## config.mk

```make
export PLATFORM = sky130hd
export DESIGN_NAME = fifo_wr_arbiter
export DESIGN_NICKNAME = d
export VERILOG_FILES = /design/src/rtl/fifo_wr_arbiter.sv
export SDC_FILE = /design/constraint.sdc
export NUM_CORES = 1
export LEC_CHECK = 0
export BUFFER_PORTS_ARGS = -buffer_cell sky130_fd_sc_hd__buf_4
export CORE_ASPECT_RATIO = 0.6
export CORE_MARGIN = 1
export CORE_UTILIZATION = 39
export CTS_CLUSTER_DIAMETER = 120
export CTS_CLUSTER_SIZE = 28
export DETAILED_ROUTE_END_ITERATION = 12
export PLACE_DENSITY = 0.82
export RECOVER_POWER = 25
export REMOVE_ABC_BUFFERS = 1
export SLEW_MARGIN = 20
export SYNTH_ARGS = -nofsm -noshare
export SYNTH_HDL_FRONTEND = slang
export SYNTH_SLANG_ARGS = --single-unit
```

## constraint.sdc

```tcl
create_clock -name wclk -period 2.1 [get_ports wclk]
set_input_delay 0.105 -clock wclk [delete_from_list [all_inputs] [get_ports wclk]]
set_output_delay 0.105 -clock wclk [all_outputs]
set_load 0.02 [all_outputs]
```

## src/rtl/fifo_wr_arbiter.sv

```systemverilog
// Round-robin packet arbiter for the async FIFO write port.
// One requester owns the port per packet; a stalled owner loses it after STALL_MAX idle cycles.
module fifo_wr_arbiter #(
    parameter int NREQ       = 3,
    parameter int DATA_WIDTH = 41,
    parameter int LEN_WIDTH  = 4,
    parameter int STALL_MAX  = 16
) (
    input  logic                       wclk,
    input  logic                       w_rst,
    input  logic [NREQ-1:0]            req_valid,
    input  logic [NREQ*LEN_WIDTH-1:0]  req_len,
    input  logic [NREQ*DATA_WIDTH-1:0] req_data,
    output logic [NREQ-1:0]            req_ready,
    input  logic                       full,
    output logic                       winc,
    output logic [DATA_WIDTH-1:0]      wdata,
    output logic [NREQ-1:0]            grant,
    output logic                       busy,
    output logic                       pkt_done,
    output logic                       abort
);
    localparam int IDX_W   = (NREQ > 1) ? $clog2(NREQ) : 1;
    localparam int STALL_W = $clog2(STALL_MAX + 1);
    localparam logic [IDX_W-1:0]   LAST_IDX   = IDX_W'(NREQ - 1);
    localparam logic [STALL_W-1:0] STALL_LAST = STALL_W'(STALL_MAX - 1);

    typedef enum logic {IDLE, XFER} state_t;

    state_t               state, state_nxt;
    logic [IDX_W-1:0]     owner, owner_nxt;
    logic [IDX_W-1:0]     rr_ptr, rr_ptr_nxt;
    logic [LEN_WIDTH-1:0] len_q, len_nxt;
    logic [LEN_WIDTH-1:0] word_cnt, word_cnt_nxt;
    logic [STALL_W-1:0]   stall_cnt, stall_cnt_nxt;
    logic [NREQ-1:0]      grant_nxt;
    logic                 pkt_done_nxt, abort_nxt;
    logic                 fire;
    logic                 pick_found;
    logic [IDX_W-1:0]     pick_idx, cand;

    logic [DATA_WIDTH-1:0] data_arr [NREQ];
    logic [LEN_WIDTH-1:0]  len_arr  [NREQ];

    for (genvar g = 0; g < NREQ; g++) begin : g_unpack
        assign data_arr[g] = req_data[g*DATA_WIDTH +: DATA_WIDTH];
        assign len_arr[g]  = req_len[g*LEN_WIDTH +: LEN_WIDTH];
    end

    function automatic logic [IDX_W-1:0] wrap_inc(input logic [IDX_W-1:0] idx);
        return (idx == LAST_IDX) ? '0 : idx + 1'b1;
    endfunction

    function automatic logic [NREQ-1:0] to_onehot(input logic [IDX_W-1:0] idx);
        logic [NREQ-1:0] v;
        v      = '0;
        v[idx] = 1'b1;
        return v;
    endfunction

    // Round-robin search: first valid requester at or after rr_ptr, wrapping.
    always_comb begin
        pick_found = 1'b0;
        pick_idx   = rr_ptr;
        cand       = rr_ptr;
        for (int i = 0; i < NREQ; i++) begin
            if (!pick_found && req_valid[cand]) begin
                pick_found = 1'b1;
                pick_idx   = cand;
            end
            cand = wrap_inc(cand);
        end
    end

    always_comb begin
        state_nxt     = state;
        owner_nxt     = owner;
        rr_ptr_nxt    = rr_ptr;
        len_nxt       = len_q;
        word_cnt_nxt  = word_cnt;
        stall_cnt_nxt = stall_cnt;
        grant_nxt     = grant;
        pkt_done_nxt  = 1'b0;
        abort_nxt     = 1'b0;
        fire          = 1'b0;
        wdata         = '0;

        case (state)
            IDLE: begin
                if (pick_found) begin
                    state_nxt     = XFER;
                    owner_nxt     = pick_idx;
                    len_nxt       = len_arr[pick_idx];
                    word_cnt_nxt  = '0;
                    stall_cnt_nxt = '0;
                    grant_nxt     = to_onehot(pick_idx);
                end
            end
            XFER: begin
                wdata = data_arr[owner];
                if (req_valid[owner]) begin
                    // A full FIFO holds the packet without counting toward the stall limit.
                    stall_cnt_nxt = '0;
                    if (!full) begin
                        fire         = 1'b1;
                        word_cnt_nxt = word_cnt + 1'b1;
                        if (word_cnt == len_q) begin
                            state_nxt    = IDLE;
                            pkt_done_nxt = 1'b1;
                            rr_ptr_nxt   = wrap_inc(owner);
                            grant_nxt    = '0;
                        end
                    end
                end else begin
                    stall_cnt_nxt = stall_cnt + 1'b1;
                    if (stall_cnt == STALL_LAST) begin
                        state_nxt  = IDLE;
                        abort_nxt  = 1'b1;
                        rr_ptr_nxt = wrap_inc(owner);
                        grant_nxt  = '0;
                    end
                end
            end
            default: state_nxt = IDLE;
        endcase
    end

    assign winc      = fire && !w_rst;
    assign req_ready = winc ? grant : '0;
    assign busy      = (state == XFER);

    always_ff @(posedge wclk) begin
        if (w_rst) begin
            state     <= IDLE;
            owner     <= '0;
            rr_ptr    <= '0;
            word_cnt  <= '0;
            stall_cnt <= '0;
            grant     <= '0;
            pkt_done  <= 1'b0;
            abort     <= 1'b0;
        end else begin
            state     <= state_nxt;
            owner     <= owner_nxt;
            rr_ptr    <= rr_ptr_nxt;
            word_cnt  <= word_cnt_nxt;
            stall_cnt <= stall_cnt_nxt;
            grant     <= grant_nxt;
            pkt_done  <= pkt_done_nxt;
            abort     <= abort_nxt;
        end
    end

    // Packet length is only meaningful while an owner is latched, so it carries no reset.
    always_ff @(posedge wclk) begin
        len_q <= len_nxt;
    end

endmodule

```

* After elaboration in Yosys (flattened, before gate mapping) *
Cells that the tools add are included.

operators by class
  add/subtract/negate cells = 5
  $mul = 0
  divide/modulo/power cells = 0
  magnitude comparators = 8
  equality and inequality tests = 13
  shifts and indexed selects = 0
  muxes and demuxes = 54
  bitwise gates (word level) = 4
  reductions and logical operators = 14

operators with widths
  kind                   number
  $mux W41               3
  $bmux W41 S2           1
  $mux W4                5
  $mux W1                18
  $mux W2                9
  $mux W3                6
  $lt A2 B3 Y1 const B   5
  $mux W5                2
  $pmux W5 S2            1
  $bmux W1 S2            4
  $bmux W4 S2            1
  $pmux W4 S2            1
  $reduce_and A4 Y1      2
  $add A2 B1 Y2 const B  3
  $eq A2 B2 Y1 const B   3
  $ge A3 B3 Y1 const B   2
  $ne A2 B2 Y1 const B   3
  $not A2 Y3             2
  $pmux W3 S2            1
  $add A5 B1 Y5 const B  1
  $eq A5 B4 Y1 const B   1
  $add A4 B1 Y4 const B  1
  $eq A4 B4 Y1           1
  $logic_and A1 B1 Y1    4
  other kinds (14)       18

word-level totals
  flip-flop bits (word level) = 23
  latch bits = 0
  RAM bits = 0
  ROM bits = 0
  input bits = 141
  word-level logic and storage cells = 107
  memories = 0

* Logic depth before layout (Yosys ltp) *
Gate-level depths: netlist of the first run.

  depth after elaboration = 15
  gate-level depth with buffers = 8
  gate-level depth less buffers = 7

* Least setup slack after synthesis of the first run *
Ideal clock, no wire load.

  path kind = flip-flop to flip-flop
  start = register state (netlist: busy)
  end = register grant[0]
  arrival = 1.721 ns
  setup slack = 0.278 ns
  stages on the path, launching flop included = 6
  period minus slack after synthesis = 1.822 ns
  cell sequence = dfxtp_1 -> clkinv_1 -> nand2_1 -> clkinv_1 -> or4b_1 -> o41ai_1

between the ends
  cells in the longest elaborated chain, start to end = 3
  elaborated cells between the ends (all ways) = 7
  classes of those cells = eq/ne (4); mux (1); bitwise (1); reduce/logical (1)

ends and longest elaborated chain
  item                                line  source
  start, declared                     30    state_t state, state_nxt;
  start signal, assigned              143   state <= state_nxt;
  $not A1 Y1 (no source line)         n/a
  $ne A2 B2 Y1 (no source line)       n/a
  $reduce_and A4 Y1 (no source line)  n/a
  end signal, assigned                148   grant <= grant_nxt;
  end, declared                       18    output logic [NREQ-1:0] grant,

Several ways; a longest one is shown, not always the timed one.
A chain may end at the register's enable or synchronous reset.

* Worst setup path after layout of the first run *
  start = register state (netlist: busy)
  end = output port req_ready[2]

between the ends
  cells in the longest elaborated chain, start to end = 3

ends and longest elaborated chain
  item                 line  source
  $mux W1              88    case (state)
  $logic_and A1 B1 Y1  128   assign winc = fire && !w_rst;
  $mux W3              129   assign req_ready = winc ? grant : '0;
  end, declared        14    output logic [NREQ-1:0] req_ready,

No other way between the ends.

==> results of run 1 <==
[metrics by stage]
stage / instances / instance area (sq um) / util
6_report: 552 / 3690 / 0.708
5_1_grt: 552 / 3690 / 0.708
4_1_cts: 552 / 3710 / 0.714
3_5_place_dp: 548 / 3670 / 0.705
3_3_place_gp: 548 / 3670 / 0.705
2_1_floorplan: 282 / 2080 / -
[per-layer routing]
metal / wire length, um / vias to the layer above / share of wire
met4: 89 / 0 / 0.011
met5: 0 / - / 0
met1: 3560 / 1352 / 0.42
met3: 438 / 10 / 0.052
li1: - / 1432 / -
met2: 4320 / 91 / 0.51
[layout make-up]
cell class | instances | area (sq um)
clock buffers | 4 | 45.0
well taps | 66 | 82.6
fillers | 445 | 1520
repair buffers | 200 | 1480
multi-input cells | 251 | 1540
inverters | 8 | 30.0
flip-flops and latches | 23 | 502
[registers in the layout, indices dropped and copies added, names as in the netlist]
signal     cells
owner          2
grant          3
rr_ptr         2
busy           1
len_q          4
stall_cnt      5
pkt_done       1
abort          1
word_cnt       4
[cell usage in the layout, fill, tap and decap left out, types with 2 or more instances in the layout]
| cell type | netlist | final |
|---|---|---|
| dfxtp_1 | 19 | 18 |
| edfxtp_1 | 4 | 4 |
| a22o_1 | 2 | 3 |
| clkbuf_8 | 0 | 3 |
| o2bb2ai_1 | 4 | 4 |
| or3b_2 | 2 | 2 |
| buf_4 | 2 | 193 |
| nor3_1 | 5 | 5 |
| o32ai_1 | 2 | 2 |
| nor2b_1 | 3 | 2 |
| clkbuf_1 | 15 | 7 |
| o211ai_1 | 2 | 2 |
| mux2i_1 | 48 | 48 |
| a21oi_1 | 46 | 46 |
| o31ai_1 | 2 | 2 |
| ha_1 | 3 | 3 |
| inv_1 | 6 | 6 |
| xor2_1 | 6 | 6 |
| nor2_1 | 91 | 91 |
| clkinv_1 | 2 | 2 |
| nand2_1 | 9 | 9 |
| and3_1 | 6 | 6 |
[cell families after synthesis]
family / Yosys count / synth area share
flops: 23 / 0.230
buf+inv: 31 / 0.0586
xor+xnor: 7 / 0.0281
compound gates: 69 / 0.202
simple gates: 124 / 0.244
fa+ha+maj: 3 / 0.0172
mux: 48 / 0.221
[power by group through the flow]
stage	sequential (mW)	combinational [mW]	clock, mW
floorplan	0.515	0.304	0
global placement	0.490	0.691	0
detailed placement	0.490	0.704	0
CTS	0.480	0.707	0.274
global route	0.482	0.758	0.290
finish	0.480	0.703	0.270
[final timing paths]
| check | start | to | slack, ns | cells after the start |
|---|---|---|---|---|
| max | busy$_SDFF_PP0_ | req_ready[2] | 0.11 | 5 |
| min | w_rst | owner[1]$_SDFFE_PP0P_ | 0.16 | 2 |
| max reg2reg | stall_cnt[0]$_SDFFE_PP0P_ | grant[0]$_SDFFE_PP0P_ | 0.16 | 6 |
| min reg2reg | stall_cnt[4]$_SDFFE_PP0P_ | stall_cnt[4]$_SDFFE_PP0P_ | 0.50 | 2 |
[what timing repair did]
item / in CTS / in global routing
setup buffers: 0 / 0
gates resized for setup: 0 / 2
setup endpoints to repair: 0 / 13
hold buffers: 0 / 0
==> summary.md, run 1 <==
| Metric | Value |
|---|---|
| # IOs | between 150 and 200 |
| Switching Power | 485 uW |
| Syn. warnings | 0 |
| Relative slew slack | 0.493 |
| Mean Syn Cell Area | 7.14 sq um |
| Critical Path Max Stage Delay | between 0.4 and 0.5 ns |
| Setup ws final | around 0.11 ns |
| Most numerous cell in the Yosys netlist | nor2_1 |
| Place WS | ~0.24 ns |
| CP max-delay cell | or3b_2 |
| Startpoint types | register |
| Mapped Area | about 2200 sq um |
| First-pass GRT wire length | between 10000 and 15000 um |
| Buf+Inv Stages, Crit Path | 2 |
| Post-detailed-routing wire length | roughly 8400 um |
| CTS tree | yes |
| Crit path DAT | ~1.9 ns |
| Clk network pwr share | 0.186 |
| Number of global-route vias before repair | roughly 2600 |
| Clock Sinks | 23 |
| Max Cap Viol | 0 |
| Total grt overflow | 0 |
| Syn Inst Count | roughly 300 |
| Crit-path most repeated cell | buf_4 |
| Num CTS Buffers | 3 |
| Final clock period utilization by the worst path | 0.948 |
| GRT met3 Usage | 0.0503 |
| Synth cell types | 43 |
| Post-synth top cells | nor2_1, mux2i_1, a21oi_1 |
| Post-route ant nets | 0 |
| Width of the die | about 98 um |
| Layout Nets | approximately 630 |
| Outcome | completed |
| Worst Path Max Fanout | 10 |
| Initial drt markers | around 150 |
| PortBufs | roughly 190 |
| Drt drc | 0 |
| Via/cell ratio | between 5 and 6 |
| Comb power frac | 0.484 |
| Clock Latency Late Sink | approximately 0.26 ns |
| EDFF count, synth | 4 |
| Hold_ws | ~0.16 ns |
| Crit path max-delay family | simple AND/OR/NAND/NOR gates |
| Max Freq | ~0.5 GHz |
| Setup Viol. Count Final | 0 |
| Main synth FF type | dfxtp_1 |
| Asr flop ratio synth | 0 |
| Via count | between 2000 and 3000 |
| Synth top area share | 0.221 |
| Worst Hold Class | in -> reg |
| Site row count | 20 |
| Pin count of the biggest net entering global routing | 43 |
| Layout cells sized above 1 | 0.418 |
| Worst IR drop on VDD | around 0.00027 V |
| Crit. End Element | primary output |
| Post-synth top area cell | mux2i_1 |
| Worst path cell trace | or3b_2 -> o32ai_1 -> buf_4 -> and3_1 -> buf_4 |
| Met1 global-route usage | 0.340 |
| Fin. Hold Viols | 0 |
| Total power | between 1 and 1.5 mW |
| Data required, critical path | approximately 2.0 ns |
| Sw Share | 0.334 |
| Sequential share of the synthesized area | 0.230 |
| Ant. Diodes | 0 |
| DRT Pass-1 Iters | 6 |
| Setup TNS | 0 ns |
| GRT Max-Usage Layer | met2 |
| Die ar. | 5900 sq um |
| Reg power frac | 0.330 |
| Maximum clock insertion buffer count | 2 |
| Clk slew on worst S/H paths | 0.08 ns |
| CTS root buf | clkbuf_8 |
| Synth Register Bits | 23 |
| Pwr Density | about 400 nW/um^2 |
| Final critical-path required period | 1.99 ns |
| Actual slew at the worst max-slew pin | between 0.7 and 0.8 ns |
| Unrepaired setup endpoints after global routing | no |
| P&R area growth vs syn | 69.2% |
| HPWL after DPL | 6690 um |
| Grt met2 use | 0.485 |
| Placeable Area | roughly 5200 sq um |
| Placer Congestion | 0.815 |
| Ranking of synthesized cells by area | mux2i_1, dfxtp_1, nor2_1 |
| WS Path Type | reg -> out |
| Initial Util | 0.419 |
| Gr usage total | 0.266 |
| Final Skew | 0.00417 ns |
| Wire per inst | ~15 um |
| Die height | roughly 60 um |
| Max-slew violations | 0 |
| H-tree levels | 1 |
| P_int | around 970 uW |
| Leak | 1.79 nW |
| Initial antenna violation count | 0 |
No activity file was read; power rests on OpenSTA's default activity.
==> inputs of run 2 (changes only) <==
--- a/config.mk
+++ b/config.mk
@@ -6,6 +6,7 @@
 export NUM_CORES = 1
 export LEC_CHECK = 0
 export BUFFER_PORTS_ARGS = -buffer_cell sky130_fd_sc_hd__buf_4
+export CAP_MARGIN = 20
 export CORE_ASPECT_RATIO = 0.6
 export CORE_MARGIN = 1
 export CORE_UTILIZATION = 39
@@ -13,7 +14,7 @@
 export CTS_CLUSTER_SIZE = 28
 export DETAILED_ROUTE_END_ITERATION = 12
 export PLACE_DENSITY = 0.82
-export RECOVER_POWER = 25
+export RECOVER_POWER = 100
 export REMOVE_ABC_BUFFERS = 1
 export SLEW_MARGIN = 20
 export SYNTH_ARGS = -nofsm -noshare
==> run 2 against run 1 <==
  * Clock-buffer cell count is the same
  * Cell count unchanged
  * Largest cell class unchanged
  * Largest power group unchanged
  * Combinational power is 4.7% lower
==> summary.md, run 2 (synthesized netlist as in run 1, its figures left out) <==
| Metric | Value |
|---|---|
| Outcome | completed |
| Setup Viol. Count Final | 0 (unchanged) |
| CTS tree | yes |
| Final clock period utilization by the worst path | 0.950 (+0.00190) |
| Maximum clock insertion buffer count | 2 (unchanged) |
| R2R cell count | 6 (unchanged) |
| Initial antenna violation count | 0 (unchanged) |
| Gr usage total | 0.266 (unchanged) |
| Num CTS Buffers | 3 (unchanged) |
| Reg power frac | 0.338 (+0.008) |
| Crit. path cell count | 6 (+1) |
| Layout Nets | 631 (unchanged) |
| Via count | 2890 (+0.17%) |
| Total grt overflow | 0 (unchanged) |
| Max Cap Viol | 0 (unchanged) |
| Comb power frac | 0.472 (-0.012) |
| Via/cell ratio | 5.24 (+0.17%) |
| Data required, critical path | 2.00 ns (about the same) |
| Crit path DAT | 1.89 ns (about the same) |
| Crit. End Element | primary output |
| Fin. Hold Viols | 0 (unchanged) |
| Pwr Density | 395 nW/um^2 (+0.24%) |
| Startpoint types | register |
| Critical Path Max Stage Delay | 0.38 ns (-0.09 ns) |
| Number of global-route vias before repair | 2616 (unchanged) |
| P&R area growth vs syn | 64.7% |
| Worst Hold Path Cells | 2 (unchanged) |
| Sw Share | 0.340 (+0.00613) |
| Max Freq | 0.501 GHz (-0.20%) |
| Placer Congestion | 0.815 (unchanged) |
| P_int | 936 uW (-3.3%) |
| Clock Latency Late Sink | 0.26 ns (about the same) |
| Ant. Diodes | 0 (unchanged) |
| First-pass GRT wire length | 12500 um (unchanged) |
| # IOs | 192 (unchanged) |
| DRT Pass-1 Iters | 7 (+1) |
| Max FFs per register | 5 (unchanged) |
| Commonest non-fill, non-tap cell in the layout | buf_4 |
| Worst path cell trace | buf_4 -> nor2b_1 -> buf_6 -> a21oi_1 -> nor2_1 -> clkbuf_1 |
| Layout cells sized above 1 | 0.412 (-0.00617) |
| Crit path max-delay family | buffers and inverters |
| Worst Hold Class | in -> reg |
| Buf+Inv Stages, Crit Path | 3 (+1) |
| HPWL after DPL | 6690 um (unchanged) |
| Leak | 1.76 nW (-1.9%) |
| Initial drt markers | 146 (-2.0%) |
| CP max-delay cell | dfxtp_2 |
| Clk slew on worst S/H paths | 0.08 ns (about the same) |
| Width of the die | 98.5 um (unchanged) |
| Drt drc | 0 (unchanged) |
| Post-route ant nets | 0 (unchanged) |
| Most flop-heavy register | stall_cnt |
| WS Path Type | reg -> out |
| Post-CTS Setup Bufs | 0 (unchanged) |
| Clk network pwr share | 0.190 (+0.004) |
| Die height | 59.9 um (unchanged) |
| PortBufs | 191 (unchanged) |
| Relative slew slack | 0.494 (+0.00169) |
| Placeable Area | 5200 sq um (unchanged) |
| Worst Path Max Fanout | 41 (+31) |
| Clock Sinks | 23 (unchanged) |
| Pin count of the biggest net entering global routing | 43 (unchanged) |
| Final Skew | 0.00341 ns (-0.000757 ns) |
| Switching Power | 482 uW (-0.63%) |
| Top flop regs | stall_cnt x5, len_q x4, word_cnt x4 |
| Unrepaired setup endpoints after global routing | no |
| Final critical-path required period | 1.99 ns (+0.00399 ns) |
| Site row count | 20 (unchanged) |
| Max-slew violations | 0 (unchanged) |
| CTS root buf | clkbuf_8 |
| Initial Util | 0.419 (unchanged) |
| Setup TNS | 0 ns (unchanged) |
| Actual slew at the worst max-slew pin | 0.757 ns (-0.00253 ns) |
| Wire per inst | 15.2 um (-0.32%) |
| Worst IR drop on VDD | 0.000271 V (-0.20%) |
| H-tree levels | 1 (unchanged) |
| Total power | 1.42 mW (-2.4%) |
| Die ar. | 5900 sq um (unchanged) |
| Post-detailed-routing wire length | 8390 um (-0.32%) |
| Commonest cells after routing, fill and taps aside | buf_4, nor2_1, mux2i_1 |
## run 2: changes by cell type in the layout (fill, tap and decap cells not counted)
cell and change:
buf_4 -37, clkbuf_2 +34, clkbuf_1 +2, buf_2 +1
nor2b_1 +1, nor2b_2 -1
## run 2: final cells by class
cell class | instances | area (sq um)
clock buffers | 4 | 45.0
fillers | 470 | 1620
inverters | 8 | 30.0
multi-input cells | 251 | 1540
flip-flops and latches | 23 | 502
well taps | 66 | 82.6
repair buffers | 200 | 1390
## run 2: power by group through the flow
stage                     combinational, mW  clock (mW)  sequential (mW)
after CTS                             0.707       0.274            0.480
after global routing                  0.725       0.290            0.482
after global placement                0.691           0            0.490
after detailed placement              0.704           0            0.490
final                                 0.670       0.269            0.480
after floorplan                       0.304           0            0.515
## run 2: routing by layer
metal,vias up,part of all wire,track usage
li1,1426,-,-
met1,1356,0.42,0.340
met2,98,0.51,0.485
met3,10,0.058,0.0503
met4,0,0.010,0.0384
met5,-,0,0
## run 2: final timing paths
check                                   end                 startpoint  slack [ns]
setup reg to reg      grant[0]$_SDFFE_PP0P_  stall_cnt[0]$_SDFFE_PP0P_        0.16
hold reg to reg   stall_cnt[4]$_SDFFE_PP0P_  stall_cnt[4]$_SDFFE_PP0P_        0.50
hold / removal           len_q[1]$_DFFE_PP_                 req_len[9]        0.16
setup / recovery                   wdata[8]      owner[1]$_SDFFE_PP0P_        0.11
## run 2: timing repair
item / in CTS / in global routing
endpoints found under the setup margin: 0 / 13
hold buffers: 0 / 0
gates resized for setup: 0 / 2
## run 2: per-stage QoR
| step | utilization | worst slack [ns] | hold WS [ns] | std cells | cell area, sq um |
|---|---|---|---|---|---|
| after floorplan | - | -1.11 | 0.174 | 282 | 2080 |
| after global placement | 0.705 | 0.291 | 0.406 | 548 | 3670 |
| after detailed placement | 0.705 | 0.239 | 0.419 | 548 | 3670 |
| after CTS | 0.714 | 0.0650 | 0.149 | 552 | 3710 |
| after global routing | 0.689 | 0.0211 | 0.153 | 552 | 3590 |
| final | 0.689 | 0.106 | 0.161 | 552 | 3590 |
==> inputs of run 3 (changes only) <==
--- a/config.mk
+++ b/config.mk
@@ -7,7 +7,7 @@
 export LEC_CHECK = 0
 export BUFFER_PORTS_ARGS = -buffer_cell sky130_fd_sc_hd__buf_4
 export CAP_MARGIN = 20
-export CORE_ASPECT_RATIO = 0.6
+export CORE_ASPECT_RATIO = 1.75
 export CORE_MARGIN = 1
 export CORE_UTILIZATION = 39
 export CTS_CLUSTER_DIAMETER = 120
@@ -16,7 +16,6 @@
 export PLACE_DENSITY = 0.82
 export RECOVER_POWER = 100
 export REMOVE_ABC_BUFFERS = 1
-export SLEW_MARGIN = 20
 export SYNTH_ARGS = -nofsm -noshare
 export SYNTH_HDL_FRONTEND = slang
 export SYNTH_SLANG_ARGS = --single-unit
==> run 3 against run 2 <==
  * Setup slack improved by 0.0056 ns
  * First-iteration DRC count fell by 5.5%
  * Clock power increased by 6%
  * Cell count up 1.1%
  * Sequential share of layout area rose by 0.070 points
  * Routed wire length rose by 6.5%
  * Final area stayed put
==> summary.md, run 3 (synthesized netlist as in run 1, its figures left out) <==
| Metric | Value |
|---|---|
| Outcome | completed |
| Actual slew at the worst max-slew pin | 0.763 ns (+0.00599 ns) |
| Layout cells sized above 1 | 0.380 (-0.0314) |
| Initial Util | 0.411 (-0.00741) |
| Setup ws final | 0.111 ns (+0.00558 ns) |
| HPWL after DPL | 7200 um (+7.6%) |
| Worst Hold Class | in -> reg |
| First-pass GRT wire length | 13500 um (+7.9%) |
| Ant. Diodes | 0 (unchanged) |
| Max FFs per register | 5 (unchanged) |
| Gr usage total | 0.300 (+0.0335) |
| Clk slew on worst S/H paths | 0.08 ns (about the same) |
| Switching Power | 514 uW (+6.5%) |
| DRT Pass-1 Iters | 4 (-3) |
| Worst IR drop on VDD | 0.000259 V (-4.5%) |
| Layout Cells excl Fill | 558 (+1.1%) |
| Die height | 101 um (+68%) |
| Relative slew slack | 0.490 (-0.00400) |
| Via count | 2950 (+2.1%) |
| Max-slew violations | 0 (unchanged) |
| Fillcell total | 497 (+5.7%) |
| # IOs | 192 (unchanged) |
| Drt drc | 0 (unchanged) |
| Clock Latency Late Sink | 0.27 ns (about the same) |
| Worst Path Max Fanout | 14 (-66%) |
| Place WS | 0.212 ns (-0.0279 ns) |
| Final clock period utilization by the worst path | 0.947 (-0.00266) |
| Comb power frac | 0.464 (-0.008) |
| Sw Share | 0.357 (+0.0170) |
| PortBufs | 191 (unchanged) |
| Unrepaired setup endpoints after global routing | no |
| Maximum clock insertion buffer count | 2 (unchanged) |
| Most flop-heavy register | stall_cnt |
| Hold buffer count at cts | 0 (unchanged) |
| Site row count | 35 (+75%) |
| Clock Sinks | 23 (unchanged) |
| Clk network pwr share | 0.198 (+0.008) |
| CTS root buf | clkbuf_8 |
| Final Skew | 0.00331 ns (-0.000102 ns) |
| Startpoint types | register |
| Worst Hold Path Cells | 2 (unchanged) |
| Num CTS Buffers | 3 (unchanged) |
| Core Util, Final | 0.677 (-0.0122) |
| Via/cell ratio | 5.29 (+0.98%) |
| Data required, critical path | 2.00 ns (about the same) |
| Fin. Hold Viols | 0 (unchanged) |
| Reg power frac | 0.338 (about the same) |
| Commonest non-fill, non-tap cell in the layout | buf_4 |
| Max Cap Viol | 0 (unchanged) |
| Placer Congestion | 0.859 (+5.4%) |
| Final critical-path required period | 1.99 ns (-0.00558 ns) |
| CTS tree | yes |
| WS Path Type | reg -> out |
| Crit path DAT | 1.88 ns (about the same) |
| DP Cell Count | 553 (+0.91%) |
| Post-route ant nets | 0 (unchanged) |
| P&R area growth vs syn | 64.7% (unchanged) |
| Area after DPL | 3670 sq um (+0.14%) |
| Number of global-route vias before repair | 2864 (+9.5%) |
| H-tree levels | 1 (unchanged) |
| Wire per inst | 16.0 um (+5.4%) |
| Width of the die | 58.5 um (-41%) |
| Die ar. | 5900 sq um (about the same) |
| Post-detailed-routing wire length | 8930 um (+6.5%) |
| R2R cell count | 5 (-1) |
| Leak | 1.69 nW (-3.8%) |
| Max Freq | 0.503 GHz (+0.28%) |
| P_int | 925 uW (-1.1%) |
| Crit. End Element | primary output |
| Commonest cells after routing, fill and taps aside | buf_4, nor2_1, mux2i_1 |
| Setup Viol. Count Final | 0 (unchanged) |
| Initial antenna violation count | 0 (unchanged) |
| Placeable Area | 5300 sq um (+1.8%) |
| Finished Cell Area | 3590 sq um (unchanged) |
| Pin count of the biggest net entering global routing | 43 (unchanged) |
| Top flop regs | stall_cnt x5, len_q x4, word_cnt x4 |
| Total grt overflow | 0 (unchanged) |
| Pwr Density | 401 nW/um^2 (+1.5%) |
| Layout Nets | 629 (-0.32%) |
| Initial drt markers | 138 (-5.5%) |
[run 3: cell count changes in the layout (fill, tap and decap cells not counted), sizes merged]
cell	change
clkinv	+1
clkbuf	+4
nor2b	+1
buf	-8
[run 3: final timing paths]
kind / slack, ns / start / end
worst max-delay path: 0.11 / owner[1]$_SDFFE_PP0P_ / req_ready[1]
worst min-delay path: 0.12 / req_len[8] / len_q[0]$_DFFE_PP_
worst max register to register: 0.15 / owner[0]$_SDFFE_PP0P_ / grant[0]$_SDFFE_PP0P_
worst min register to register: 0.46 / stall_cnt[4]$_SDFFE_PP0P_ / stall_cnt[4]$_SDFFE_PP0P_
[run 3: metal layers]
| layer | GRT usage | vias to the layer above | wire length (um) |
|---|---|---|---|
| li1 | - | 1420 | - |
| met1 | 0.370 | 1341 | 3370 |
| met2 | 0.512 | 179 | 4560 |
| met3 | 0.0745 | 10 | 874 |
| met4 | 0.0751 | 0 | 125 |
| met5 | 0 | - | 0 |
[run 3: cell type report]
type                    instances  area, sq um  area share
clock buffers                   3         41.3      0.0115
clock inverters                 1         5.00     0.00139
inverters                       8         30.0     0.00837
multi-input cells             252         1580       0.440
flip-flops and latches         23          504       0.141
well taps                      74         92.6      0.0258
repair buffers                197         1340       0.372
[run 3: power by group through the flow]
stage / Combinational (mW) / Clock [mW] / Sequential [mW]
finish: 0.667 / 0.285 / 0.487
global route: 0.723 / 0.308 / 0.489
CTS: 0.715 / 0.284 / 0.486
detailed placement: 0.711 / 0 / 0.495
global placement: 0.701 / 0 / 0.493
floorplan: 0.304 / 0 / 0.515
[run 3: repair_timing]
item                                    in CTS  in global routing
pin swaps                                    0                  0
cloned                                       1                  0
endpoints found under the setup margin       3                  4
gates resized for setup                      1                  2
buffers inserted                             0                  0
endpoints found under the hold margin        0                  0
[run 3: per-stage QoR]
step / TNS (ns) / hold slack [ns] / power (mW)
floorplan: -61.40 / 0.174 / 0.818
CTS: 0 / 0.119 / 1.48
detailed placement: 0 / 0.398 / 1.21
global route: 0 / 0.118 / 1.52
finish: 0 / 0.121 / 1.44
global placement: 0 / 0.393 / 1.19
[run 3: worst max-delay path: stages, from the launching register on]
cell and delay, ns:
dfxtp_2 0.41, or3b_2 0.50, o32ai_2 0.18, buf_4 0.22
and3_1 0.15, buf_2 0.16
